$ cat src/rtl/meta_write_scheduler.sv
// meta_write_scheduler
//   Serialises writes into a metadata array. After reset the block sweeps
//   every set (idx 0..NSETS-1) with an invalid entry (way_en=1, tag=0,
//   coh_state=0). Once the sweep is done it arbitrates three requesters.
//   Requester 0 has strict priority. Requesters 1 and 2 share by round-robin.
//   The winner goes into a single output register, so the latency is one
//   cycle. With io_out_ready held high the block sustains one write per cycle.
//
// Ports
//   clk, reset            : clock, synchronous active-high reset
//   io_in_<n>_*  (n=0..2) : requester valid/ready handshake plus payload
//                           (idx, way_en, data_tag, data_coh_state)
//   io_out_*              : registered write toward the array (valid/ready)
//   io_chosen             : source of the held entry (0..2 requester, 3 sweep)
//   io_init_done          : high once the last sweep write has left the register
module meta_write_scheduler #(
    parameter int NSETS = 128,
    parameter int IDX_W = 7,
    parameter int TAG_W = 19
) (
    input  logic             clk,
    input  logic             reset,

    input  logic             io_in_0_valid,
    output logic             io_in_0_ready,
    input  logic [IDX_W-1:0] io_in_0_bits_idx,
    input  logic             io_in_0_bits_way_en,
    input  logic [TAG_W-1:0] io_in_0_bits_data_tag,
    input  logic [1:0]       io_in_0_bits_data_coh_state,

    input  logic             io_in_1_valid,
    output logic             io_in_1_ready,
    input  logic [IDX_W-1:0] io_in_1_bits_idx,
    input  logic             io_in_1_bits_way_en,
    input  logic [TAG_W-1:0] io_in_1_bits_data_tag,
    input  logic [1:0]       io_in_1_bits_data_coh_state,

    input  logic             io_in_2_valid,
    output logic             io_in_2_ready,
    input  logic [IDX_W-1:0] io_in_2_bits_idx,
    input  logic             io_in_2_bits_way_en,
    input  logic [TAG_W-1:0] io_in_2_bits_data_tag,
    input  logic [1:0]       io_in_2_bits_data_coh_state,

    input  logic             io_out_ready,
    output logic             io_out_valid,
    output logic [IDX_W-1:0] io_out_bits_idx,
    output logic             io_out_bits_way_en,
    output logic [TAG_W-1:0] io_out_bits_data_tag,
    output logic [1:0]       io_out_bits_data_coh_state,
    output logic [1:0]       io_chosen,
    output logic             io_init_done
);

    typedef struct packed {
        logic [IDX_W-1:0] idx;
        logic             way_en;
        logic [TAG_W-1:0] tag;
        logic [1:0]       coh;
    } entry_t;

    typedef enum logic {ST_INIT, ST_RUN} state_e;

    state_e           state_q, state_d;
    logic [IDX_W-1:0] cnt_q, cnt_d;
    logic             out_valid_q, out_valid_d;
    entry_t           out_q, out_d;
    logic [1:0]       chosen_q, chosen_d;
    logic             ptr_q, ptr_d;      // 0: favour requester 1, 1: favour requester 2
    logic             done_q, done_d;

    logic             slot_free;
    logic [2:0]       req_vld;
    entry_t           req_bits [3];
    logic [2:0]       grant;

    assign req_vld     = {io_in_2_valid, io_in_1_valid, io_in_0_valid};
    assign req_bits[0] = '{idx: io_in_0_bits_idx, way_en: io_in_0_bits_way_en,
                           tag: io_in_0_bits_data_tag, coh: io_in_0_bits_data_coh_state};
    assign req_bits[1] = '{idx: io_in_1_bits_idx, way_en: io_in_1_bits_way_en,
                           tag: io_in_1_bits_data_tag, coh: io_in_1_bits_data_coh_state};
    assign req_bits[2] = '{idx: io_in_2_bits_idx, way_en: io_in_2_bits_way_en,
                           tag: io_in_2_bits_data_tag, coh: io_in_2_bits_data_coh_state};

    // The register can take a new entry when it is empty or is draining this cycle.
    assign slot_free = ~out_valid_q | io_out_ready;

    // Requester 0 wins outright. Between 1 and 2 the pointer only breaks a tie.
    assign grant[0] = req_vld[0];
    assign grant[1] = ~req_vld[0] & req_vld[1] & (~req_vld[2] | ~ptr_q);
    assign grant[2] = ~req_vld[0] & req_vld[2] & (~req_vld[1] |  ptr_q);

    assign io_in_0_ready = grant[0] & slot_free & (state_q == ST_RUN);
    assign io_in_1_ready = grant[1] & slot_free & (state_q == ST_RUN);
    assign io_in_2_ready = grant[2] & slot_free & (state_q == ST_RUN);

    always_comb begin
        state_d     = state_q;
        cnt_d       = cnt_q;
        out_valid_d = out_valid_q;
        out_d       = out_q;
        chosen_d    = chosen_q;
        ptr_d       = ptr_q;
        if (slot_free) begin
            out_valid_d = 1'b0;
            if (state_q == ST_INIT) begin
                out_valid_d = 1'b1;
                out_d       = '{idx: cnt_q, way_en: 1'b1, tag: '0, coh: 2'd0};
                chosen_d    = 2'd3;
                // The counter parks on the last set. Leaving INIT stops any re-sweep.
                if (cnt_q == IDX_W'(NSETS - 1)) state_d = ST_RUN;
                else                            cnt_d   = cnt_q + IDX_W'(1);
            end else if (grant[0]) begin
                out_valid_d = 1'b1;
                out_d       = req_bits[0];
                chosen_d    = 2'd0;
            end else if (grant[1]) begin
                out_valid_d = 1'b1;
                out_d       = req_bits[1];
                chosen_d    = 2'd1;
                ptr_d       = 1'b1;
            end else if (grant[2]) begin
                out_valid_d = 1'b1;
                out_d       = req_bits[2];
                chosen_d    = 2'd2;
                ptr_d       = 1'b0;
            end
        end
        // Done means the block is in RUN and the register no longer holds a sweep write.
        done_d = done_q | ((state_d == ST_RUN) & ~(out_valid_d & (chosen_d == 2'd3)));
    end

    always_ff @(posedge clk) begin
        if (reset) begin
            state_q     <= ST_INIT;
            cnt_q       <= '0;
            out_valid_q <= 1'b0;
            out_q       <= '0;
            chosen_q    <= 2'd0;
            ptr_q       <= 1'b0;
            done_q      <= 1'b0;
        end else begin
            state_q     <= state_d;
            cnt_q       <= cnt_d;
            out_valid_q <= out_valid_d;
            out_q       <= out_d;
            chosen_q    <= chosen_d;
            ptr_q       <= ptr_d;
            done_q      <= done_d;
        end
    end

    assign io_out_valid               = out_valid_q;
    assign io_out_bits_idx            = out_q.idx;
    assign io_out_bits_way_en         = out_q.way_en;
    assign io_out_bits_data_tag       = out_q.tag;
    assign io_out_bits_data_coh_state = out_q.coh;
    assign io_chosen                  = chosen_q;
    assign io_init_done               = done_q;

endmodule

$ cat config.mk
export PLATFORM = sky130hd
export DESIGN_NAME = meta_write_scheduler
export DESIGN_NICKNAME = d
export VERILOG_FILES = /design/src/rtl/meta_write_scheduler.sv
export SDC_FILE = /design/constraint.sdc
export NUM_CORES = 1
export LEC_CHECK = 0
export ABC_AREA = 1
export ABC_CLOCK_PERIOD_IN_PS = 1700
export BUFFER_PORTS_ARGS = -buffer_cell sky130_fd_sc_hd__clkbuf_2
export CORE_MARGIN = 2
export CORE_UTILIZATION = 45
export DETAILED_ROUTE_END_ITERATION = 8
export GPL_TIMING_DRIVEN = 0
export PLACE_DENSITY = 0.89
export SYNTH_ARGS = -nofsm -noshare
export SYNTH_HDL_FRONTEND = slang
export SYNTH_SLANG_ARGS = --single-unit
$ cat constraint.sdc
create_clock -name clk -period 1.7 [get_ports clk]
set_input_delay 0 -clock clk [delete_from_list [all_inputs] [get_ports clk]]
set_output_delay 0 -clock clk [all_outputs]
set_load 0.02 [all_outputs]
After elaboration in Yosys (flattened, before gate mapping)
Cells that the tools add are included.
{"block": "totals", "in_bits": 93, "elab_cells": 61, "output_inout_bits": 36, "regBits": 42}
{"block": "classes", "n_reduce_logical": 4, "addsub": 1, "n_mux": 19, "n_bitwise": 24, "n_eq_ne": 3}
{"op": "$mux 29", "n": 4}
{"op": "$and 1x1->1", "n": 12}
{"op": "$mux 1", "n": 10}
{"op": "$mux 2", "n": 5}
{"op": "$not 1->1", "n": 8}
{"op": "$add 7x1->7 const B", "n": 1}
{"op": "$eq 7x7->1 const B", "n": 1}
{"op": "$ne 4x2->1 const B", "n": 1}
{"op": "$or 1x1->1", "n": 4}
{"op": "$reduce_and 4->1", "n": 1}
{"op": "$reduce_and 3->1", "n": 1}
{"op": "$eq 2x2->1 const B", "n": 1}
{"op": "$reduce_and 2->1", "n": 1}
{"op": "$reduce_bool 2->1", "n": 1}

Logic depth before layout (Yosys ltp)
{"block": "logic_depth", "depth_word": 13, "depth_mapped": 9, "depth_no_buf": 9}

Least setup slack after synthesis
No wires, ideal clock.
{"block": "synth_timing", "path_kind": "reg2reg", "startpoint": "reg cnt_q[0]", "endpoint": "reg cnt_q[0]", "n_path_buf": 0, "stages_incl_launch_ff": 9, "setup_slack_ns": 0.351, "t_required_ns": 1.584, "setup_time_ns": 0.116, "arrival_ns": 1.233, "path_cell_list": "dfxtp_1 > ha_1 > nand3_1 > nor2_1 > nand2_1 > nand2_2 > inv_1 > nor2_1 > nor2_1"}
{"block": "synth_via", "elab_chain_len": 3, "word_cells_on_any_way": 4}
{"item": "from (decl)", "line": "65", "text": "logic [IDX_W-1:0] cnt_q, cnt_d;"}
{"item": "from (signal assigned)", "line": "144", "text": "cnt_q <= cnt_d;"}
{"item": "parallel branches: the longest is 3 deep, another holds $add 7x1->7"}
Parallel ways; which one is timed is not known.
A chain may end at the register's enable or synchronous reset.

Worst setup path in the final report
{"block": "layout_timing", "startpoint": "reg cnt_q[0]", "endpoint": "reg cnt_q[5]"}
The elaborated chain is that of the path after synthesis.

==> flow_summary.json <==
{
  "core_mm2": 0.00517,
  "cp-start-kind": "register",
  "min_period_ps": 1520,
  "synth_edf_count": 0,
  "cts_resized": 0,
  "nNetsFinal": 626,
  "final_area_mm2": 0.00328,
  "status": "complete, no violations",
  "drtPass1Iterations": 5,
  "port_buffers": 127,
  "fin_crit_sh": 0.892,
  "synth_top_area_frac": 0.344,
  "cts_buffers": 5,
  "io_pins": 129,
  "wl_per_cell_um": 12.8,
  "hp-start": "io_in_0_bits_way_en",
  "grt_pass1_vias": 2886,
  "cts_setup_buffers": 0,
  "final_max_slew_viol_count": 0,
  "cts_buffer_depth": 2,
  "peakVddDrop_uv": 408,
  "cpMostUsedCell": "nand2_1",
  "rsz0062_at_grt": "false",
  "initial_core_util": 0.472,
  "cp_cell_sequence": "ha_1 > nand3_1 > nor2_2 > nand2_1 > nand2_2 > inv_1 > nand2_1 > a21oi_1",
  "rr_startpoint": "cnt_q[0]",
  "topRoutingLayerUsed": "met4",
  "gp_congestion": 0.844,
  "worst_pin_slew_ps": 620,
  "die_area_mm2": 0.00603,
  "htree_num_levels": 2,
  "required_ps": 1860,
  "hold_class": "input port to register",
  "arrival_ps": 1680,
  "drv_cap": 0,
  "syn_nets": 492,
  "syn_to_final_growth_pct": 34.1,
  "cellPowerDensity_mw_per_mm2": 672,
  "wl_met3_um": 684,
  "setup-tns-final_ps": 0,
  "syn_area_mm2": 0.00244,
  "synth_area_leaders": "dfxtp_1, nand2_1, nand3_1",
  "drive_gt1_frac": 0.291,
  "crit_start": "cnt_q[0]",
  "dpl-instance-area_mm2": 0.00317,
  "vias_per_cell": 5.12,
  "grt_antenna_before_repair": 0,
  "fillerInstances": 478,
  "hpwl_um": 5830,
  "num_rows": 26,
  "setup_viol": 0,
  "fmax_ghz": 0.659,
  "crit_buf_inv": 1,
  "ys_seq_area_frac": 0.344,
  "grt_pass1_wl_um": 12800,
  "clock-sinks": 42,
  "async_reset_ff_frac": 0,
  "dr_wl_met2_um": 3620,
  "die_y_um": 77.7,
  "n_antenna_cell": 0,
  "critical_path_class": "register to register",
  "synth_top_area_cell": "dfxtp_1",
  "cts-root-buf": "clkbuf_8",
  "ys_types": 22,
  "skew_ps": 8.62,
  "vias": 3089,
  "m1WireLength_um": 3180,
  "insertion_delay_ps": 300,
  "drcViolationCount": 0,
  "syn_inst": 398,
  "power_leakage_nw": 1.65,
  "cpLargestDelayFamily": "simple AND/OR/NAND/NOR gates",
  "cts_tree": "yes",
  "cts_hold_buf": 0,
  "grtUsageTotal": 0.259,
  "end_kind": "register",
  "ys_warn_count": 0,
  "synth-seq-cells": 42,
  "overflow": 0,
  "max_stage_delay_ps": 390,
  "first_iter_violations": 177,
  "ant_nets": 0,
  "crit_fanout": 7,
  "die_w_um": 77.7,
  "path_clk_slew_ps": 80,
  "drt_wl_total_um": 7690,
  "relSlewSlack": 0.587,
  "syn_avg_cell_area_um2": 6.14,
  "crit_slowest_cell": "dfxtp_2",
  "ys.flop_type": "dfxtp_1",
  "hold_viol_final": 0,
  "grt_max_degree": 13
}
-- sequential cells by signal, indices dropped and copies added, names as in the netlist --
name,count
io_out_bits_way_en,1
io_out_bits_idx,7
io_out_bits_data_tag,19
io_out_valid,1
io_chosen,2
state_q,1
io_out_bits_data_coh_state,2
cnt_q,7
ptr_q,1
io_init_done,1
-- area by class of cell --
type,count,area (um2),share of cell area
multi-input combinational,306,1390,0.424
sequential,42,842,0.257
timing repair buffer,127,636,0.194
buffer,25,121,0.0371
inverter,25,93.8,0.0286
tap,70,87.6,0.0267
clock buffer,7,76.3,0.0233
clock inverter,1,30.0,0.00917
-- placed cells by master, fill, tap and decap left out --
master / count
dfxtp_2: 1
nor3_1: 1
bufinv_16: 1
a21oi_1: 46
a21oi_2: 1
inv_1: 21
xor2_1: 2
clkbuf_2: 127
o21a_1: 7
nor2_2: 1
nand4_1: 9
buf_6: 1
buf_4: 2
nand2_1: 110
clkbuf_1: 13
dfxtp_1: 41
buf_2: 10
o21ai_0: 2
nor2_1: 60
ha_1: 1
buf_1: 1
inv_2: 4
nand4_4: 1
nand3_1: 63
clkbuf_8: 5
nand2_2: 1
xnor2_1: 1
-- cells by family after synthesis --
logic type / synth area share
AO/OA/AOI/OAI: 0.123
XOR/XNOR: 0.0108
buffers and inverters: 0.0881
flip-flops: 0.344
adder cells (fa/ha/maj): 0.00512
AND/OR/NAND/NOR: 0.428
-- Yosys cell counts (all sizes together) (2+ instances only) --
master,count
xor2,2
inv,25
nand2,111
clkbuf,11
nor2,61
nand3,63
nand4,10
buf,14
dfxtp,42
o21a,7
o21ai,2
a21oi,47
-- stage by stage --
stage	setup slack (ps)	power, W	hold WS, ps	utilization	cells
after floorplan	351	0.00126	208	-	398
after global placement	206	0.00143	339	0.612	595
after detailed placement	129	0.00144	343	0.612	595
after CTS	109	0.00220	42.0	0.633	603
after global routing	46.8	0.00230	75.5	0.633	603
final	183	0.00220	39.3	0.633	603
-- worst reg2reg max path, cell delays in order (launching register included) --
cell and delay, ps:
dfxtp_2 390, ha_1 200, nand3_1 140, nor2_2 160, nand2_1 100, nand2_2 140, inv_1 120, nand2_1 80
a21oi_1 50
-- metal layers --
metal,global-route usage,vias up
met4,0.105,0
met1,0.312,1360
met3,0.0663,20
li1,-,1558
met2,0.437,151
met5,0,-
-- power breakdown --
part / switching [W] / internal [W]
Combinational: 0.000225 / 0.000170
Clock: 0.000339 / 0.000440
Sequential: 0.0000192 / 0.00101
-- final timing paths --
kind                              endpoint  slack [ps]  depth (start not counted)
setup / recovery                  cnt_q[5]         180                          8
hold / removal          io_out_bits_way_en          40                          5
setup reg to reg                  cnt_q[5]         180                          8
hold reg to reg   io_out_bits_data_tag[14]         470                          2
Power figures use the tool's default switching activity.
